`src/rtl/instr_issue_queue_pkg.sv`:
```
// Shared definitions for the instruction issue queue: FSM encoding, NOP word, size defaults.
package instr_issue_queue_pkg;

    localparam int unsigned DEPTH_DEFAULT  = 8;
    localparam int unsigned DATA_W_DEFAULT = 32;

    localparam logic [31:0] NOP_WORD = 32'h0000_0000;

    typedef logic [1:0] state_t;

    localparam state_t StIdle  = 2'd0;
    localparam state_t StIssue = 2'd1;
    localparam state_t StDrain = 2'd2;

endpackage

```
`src/rtl/instr_issue_queue_sync_fifo.sv`:
```
// Single-clock FIFO with occupancy count; storage is not reset, pointers wrap modulo DEPTH.
module sync_fifo
    import instr_issue_queue_pkg::*;
#(
    parameter int unsigned DEPTH  = DEPTH_DEFAULT,
    parameter int unsigned DATA_W = DATA_W_DEFAULT
) (
    input  logic                     clk,
    input  logic                     reset,
    input  logic                     clear,
    input  logic                     push,
    input  logic [DATA_W-1:0]        push_data,
    input  logic                     pop,
    output logic [DATA_W-1:0]        head_data,
    output logic                     full,
    output logic                     empty,
    output logic [$clog2(DEPTH):0]   count
);

    localparam int unsigned AddrW = $clog2(DEPTH);
    localparam logic [AddrW:0]   FullCount = DEPTH[AddrW:0];
    localparam logic [AddrW:0]   CountOne  = {{AddrW{1'b0}}, 1'b1};
    localparam logic [AddrW-1:0] PtrOne    = {{(AddrW-1){1'b0}}, 1'b1};

    logic [DATA_W-1:0] mem_q [DEPTH];
    logic [AddrW-1:0]  wr_ptr_q;
    logic [AddrW-1:0]  rd_ptr_q;
    logic [AddrW:0]    count_q;
    logic              push_ok;
    logic              pop_ok;

    assign full      = (count_q == FullCount);
    assign empty     = (count_q == '0);
    assign push_ok   = push && !full;
    assign pop_ok    = pop && !empty;
    assign head_data = mem_q[rd_ptr_q];
    assign count     = count_q;

    always_ff @(posedge clk) begin
        if (reset || clear) begin
            wr_ptr_q <= '0;
            rd_ptr_q <= '0;
            count_q  <= '0;
        end else begin
            if (push_ok) begin
                wr_ptr_q <= wr_ptr_q + PtrOne;
            end
            if (pop_ok) begin
                rd_ptr_q <= rd_ptr_q + PtrOne;
            end
            case ({push_ok, pop_ok})
                2'b10:   count_q <= count_q + CountOne;
                2'b01:   count_q <= count_q - CountOne;
                default: count_q <= count_q;
            endcase
        end
    end

    always_ff @(posedge clk) begin
        if (push_ok) begin
            mem_q[wr_ptr_q] <= push_data;
        end
    end

endmodule

```
`src/rtl/instr_issue_queue.sv`:
```
// Buffers host instruction words and issues them to a core, honouring stalls, drain and flush.
module instr_issue_queue
    import instr_issue_queue_pkg::*;
#(
    parameter int unsigned DEPTH  = DEPTH_DEFAULT,
    parameter int unsigned DATA_W = DATA_W_DEFAULT
) (
    input  logic                     clk,
    input  logic                     reset,
    input  logic                     host_valid,
    input  logic [DATA_W-1:0]        host_data,
    output logic                     host_ready,
    input  logic                     start,
    input  logic                     flush,
    input  logic                     core_stall,
    output logic [DATA_W-1:0]        instr_out,
    output logic                     instr_valid,
    output logic [7:0]               instr_pc,
    output logic [$clog2(DEPTH):0]   count,
    output logic                     done
);

    localparam logic [DATA_W-1:0] Nop = DATA_W'(NOP_WORD);

    state_t            state_q;
    state_t            state_d;
    logic              drain_done;
    logic              full;
    logic              empty;
    logic              push;
    logic              pop;
    logic [DATA_W-1:0] head_data;
    logic [DATA_W-1:0] instr_out_q;
    logic              instr_valid_q;
    logic [7:0]        instr_pc_q;
    logic [7:0]        next_pc_q;
    logic              done_q;

    assign host_ready = !full;
    assign push       = host_valid && host_ready && !flush;
    assign pop        = ((state_q == StIssue) || (state_q == StDrain)) && !empty &&
                        !core_stall && !flush;

    sync_fifo #(
        .DEPTH  (DEPTH),
        .DATA_W (DATA_W)
    ) u_fifo (
        .clk       (clk),
        .reset     (reset),
        .clear     (flush),
        .push      (push),
        .push_data (host_data),
        .pop       (pop),
        .head_data (head_data),
        .full      (full),
        .empty     (empty),
        .count     (count)
    );

    always_comb begin
        state_d    = state_q;
        drain_done = 1'b0;
        if (flush) begin
            state_d = StIdle;
        end else begin
            case (state_q)
                StIdle: begin
                    if (start) state_d = StIssue;
                end
                StIssue: begin
                    if (!start) state_d = StDrain;
                end
                StDrain: begin
                    if (start) begin
                        state_d = StIssue;
                    end else if (empty && !pop) begin
                        state_d    = StIdle;
                        drain_done = 1'b1;
                    end
                end
                default: state_d = StIdle;
            endcase
        end
    end

    // instr_pc only advances on a real issue; flush leaves the pc sequence intact
    always_ff @(posedge clk) begin
        if (reset) begin
            state_q       <= StIdle;
            done_q        <= 1'b0;
            instr_out_q   <= Nop;
            instr_valid_q <= 1'b0;
            instr_pc_q    <= 8'd0;
            next_pc_q     <= 8'd0;
        end else begin
            state_q <= state_d;
            done_q  <= drain_done;
            if (flush) begin
                instr_out_q   <= Nop;
                instr_valid_q <= 1'b0;
            end else if (pop) begin
                instr_out_q   <= head_data;
                instr_valid_q <= 1'b1;
                instr_pc_q    <= next_pc_q;
                next_pc_q     <= next_pc_q + 8'd1;
            end else if (!core_stall) begin
                instr_out_q   <= Nop;
                instr_valid_q <= 1'b0;
            end
        end
    end

    assign instr_out   = instr_out_q;
    assign instr_valid = instr_valid_q;
    assign instr_pc    = instr_pc_q;
    assign done        = done_q;

endmodule
```
`config.mk`:
```
export PLATFORM = sky130hd
export DESIGN_NAME = instr_issue_queue
export DESIGN_NICKNAME = d
export VERILOG_FILES = /design/src/rtl/instr_issue_queue_pkg.sv /design/src/rtl/instr_issue_queue_sync_fifo.sv /design/src/rtl/instr_issue_queue.sv
export SDC_FILE = /design/constraint.sdc
export NUM_CORES = 1
export LEC_CHECK = 0
export BUFFER_PORTS_ARGS = -buffer_cell sky130_fd_sc_hd__buf_2
export CAP_MARGIN = 15
export CORE_UTILIZATION = 60
export CTS_CLUSTER_DIAMETER = 150
export CTS_CLUSTER_SIZE = 20
export DETAILED_ROUTE_END_ITERATION = 16
export PLACE_DENSITY = 0.79
export SYNTH_ARGS = -nofsm -noshare
export SYNTH_HDL_FRONTEND = slang
export SYNTH_SLANG_ARGS = --single-unit
```
`constraint.sdc`:
```
create_clock -name clk -period 6.8 [get_ports clk]
set_input_delay 1.36 -clock clk [delete_from_list [all_inputs] [get_ports clk]]
set_output_delay 1.36 -clock clk [all_outputs]
set_load 0.05 [all_outputs]
```
==> results.md <==
- Number of flops mapped to enable cells by yosys: 256
- RSZ-0062 raised after global routing: no
- Vias in the first global route: 6318
- Final Hold Vio Count: 0
- Netlist Area Pre-Place: 12100 µm²
- Via count: 6124
- Clock period minus worst slack: 3.56 ns
- Full die area: 20700 µm²
- Xor/xnor share of the synthesized area: 0.00945
- Startpoint Class: input pin
- Routability cong.: 0.800
- Worst setup path start: core_stall
- Synth area leader: edfxtp_1
- Max cap viols: 0
- Fmax: 281 MHz
- Post-synthesis register bit count: 321
- Hold slack: 0.462 ns
- Synthesized Nets: 677
- Root buf cell: clkbuf_16
- Synth Instances: 628
- Nets: 766
- Syn. warnings: 0
- Worst Setup End Kind: register
- PostCTS Resize Cnt: 0
- Worst vdd rail ir drop: 0.247 mV
- Number of antenna violations at the first check in global routing: 4
- Worst Setup Slack post-DPL: 2.73 ns
- WP data arrival: 4.00 ns
- Num CTS Buffers: 20
- IO Pins: 85
- Post-DP HPWL: 13.2 mm
- # rows: 51
- Final worst-path cycle share: 0.524
- Status: completed
- Post-synthesis compound-gate area fraction: 0.0377
- Core Footprint: 19600 µm²
- Post-synth top area share: 0.638
- Synth Area in Simple Gates: 0.0561
- Adder-cell share of the synthesized area: 0.0114
- Critical Path RT: 7.23 ns
- Initial Utilization: 0.615
- Fill cells: 1241
- Post-CTS Hold Buffers: 0
- Worst-Skew Late Latency: 0.52 ns
- First-pass GRT wire length: 35.4 mm
- Post-Syn Area per Cell: 19.2 µm²
- Slew Viols, Final: 0
- Utilization after layout: 0.685
- ANT nets after route: 0
- Die span in y: 144 µm
- Post-route setup slack: 3.24 ns
- CTS Sinks: 321
- Critical Path End: u_fifo.count[2]
- Reg2reg setup slack: 3.45 ns
- Clk pin slew, worst setup/hold paths: 0.09 ns
- DRT iter0 DRCs: 539
- Worst r2r src: state_q[0]
- Layout Skew: 0.0186 ns
- Post-DR wirelength/cell: 23.3 µm
- CTS tree: done
- Via density: 6.14
- RR Endpoint: u_fifo.count[2]
- Pwr dens: 253 nW/µm²
- Proportion of synthesized flip-flops having asynchronous set or reset: 0
- H-tree depth: 1
- Main combinational cell family by area after synthesis: multiplexers
- Setup Buffers After CTS: 0
- Worst-path fanout max: 13
- Commonest non-fill, non-tap cell in the layout: edfxtp_1
- Slew margin rel.: 0.279
- DR DRC count: 0
- Most used DFF post-synth: edfxtp_1
- Largest net degree at the start of global routing: 43
- Mux cell area share after synthesis: 0.123
- Placed cell area: 12800 µm²
- Worst Tran Pin Value: 1.08 ns
- CTS max path bufs: 3
- DRT Pass-1 Iters: 6
- GR Util All Layers: 0.235
- Setup TNS: 0 ns
- Wirelength, routed: 23.2 mm
- Leakage power: 4.41 nW
- Port Buffers: 84
- Most frequent cells in the layout: edfxtp_1 (256), buf_2 (84), mux4_2 (64)
- Die Wd: 144 µm
- FF-to-FF path depth: 12
- Synth top area cells: edfxtp_1 (64%), mux4_2 (12%), dfxtp_1 (11%)
- Worst Hold Class: register to register
- Cell area after layout: 13400 µm²
- Setup violations, final: 0
- Netlist cell types: 39
- Layout cell share with drive strength beyond 1: 0.308
- Sequential area share after synthesis: 0.746
- Area growth syn-to-layout: 11.4%
- Remaining global-route overflow: 0
- CP Class: input pin to register
-- cell usage after synthesis (all sizes together), types with 3 or more instances --
cell and number:
xor2 5, nand4b 5, nor2 21, ha 11, nor4 6, o21ai 5, inv 5, clkbuf 23
nor4b 4, nor3 4, nor2b 31, a221o 31, buf 14, nand2b 3, dfxtp 65, mux2i 4
mux4 64, nand2 26, a21oi 16, nor3b 3, edfxtp 256, xnor2 8, nand3 5
-- per-layer routing --
| layer | track usage | wire length (µm) |
|---|---|---|
| met1 | 0.303 | 9310 |
| met4 | 0.0627 | 422 |
| met5 | 0 | 27 |
| met2 | 0.409 | 11900 |
| met3 | 0.0470 | 1530 |
-- worst min-delay path by stage --
stage	cells past startpoint	start	end
floorplan	2	next_pc_q[7]	instr_pc[7]
global placement	2	instr_pc[2]	instr_pc[2]
detailed placement	2	instr_pc[0]	instr_pc[0]
CTS	2	instr_pc[0]	instr_pc[0]
global route	2	instr_pc[0]	instr_pc[0]
finish	2	instr_pc[0]	instr_pc[0]
-- critical path, cell delays in order --
cell      delay, ns
buf_2          0.12
nand2b_1       0.27
or3_1          0.54
inv_1          0.35
ha_1           0.34
xor2_1         0.18
ha_1           0.16
a21oi_1        0.05
xor2_1         0.17
or3_1          0.31
a21oi_1        0.14
-- area by class of cell --
| cell class | count | area [µm²] | area share |
|---|---|---|---|
| clock buffer | 33 | 549 | 0.0409 |
| antenna | 2 | 5.00 | 0.000373 |
| sequential | 321 | 8990 | 0.670 |
| multi-input combinational | 265 | 2920 | 0.217 |
| timing repair buffer | 104 | 571 | 0.0425 |
| inverter | 5 | 18.8 | 0.00140 |
| clock inverter | 2 | 36.3 | 0.00270 |
| tap | 265 | 332 | 0.0247 |
-- registers in the layout, summed over array words and instances, names as in the netlist, named ones only --
name             flops
state_q              2
u_fifo.wr_ptr_q      3
instr_pc             8
u_fifo.rd_ptr_q      3
instr_valid          1
done                 1
u_fifo.mem_q       256
instr_out           32
u_fifo.count         4
next_pc_q            8
-- power breakdown --
group	internal [mW]	switching, mW	leakage (nW)
clock	0.567	0.619	0.279
combinational	0.0266	0.0499	1.29
sequential	2.13	0.00594	2.84
total	2.72	0.675	4.41
-- metrics by stage --
step | power [mW] | instances
after floorplan | 2.22 | 628
after global placement | 2.25 | 960
after detailed placement | 2.26 | 960
after CTS | 3.41 | 995
after global routing | 3.49 | 995
final | 3.40 | 997
-- logic make-up (layout without fill, tap and decap cells) --
family | Yosys count | count (layout)
adders and majority gates | 11 | 11
AOI/OAI and AO/OA | 54 | 54
and+or+nand+nor | 119 | 119
DFF | 321 | 321
muxes | 68 | 68
other | 0 | 2
xor gates and xnor gates | 13 | 13
buffers and inverters | 42 | 144
(Power assumes the default switching activity.)
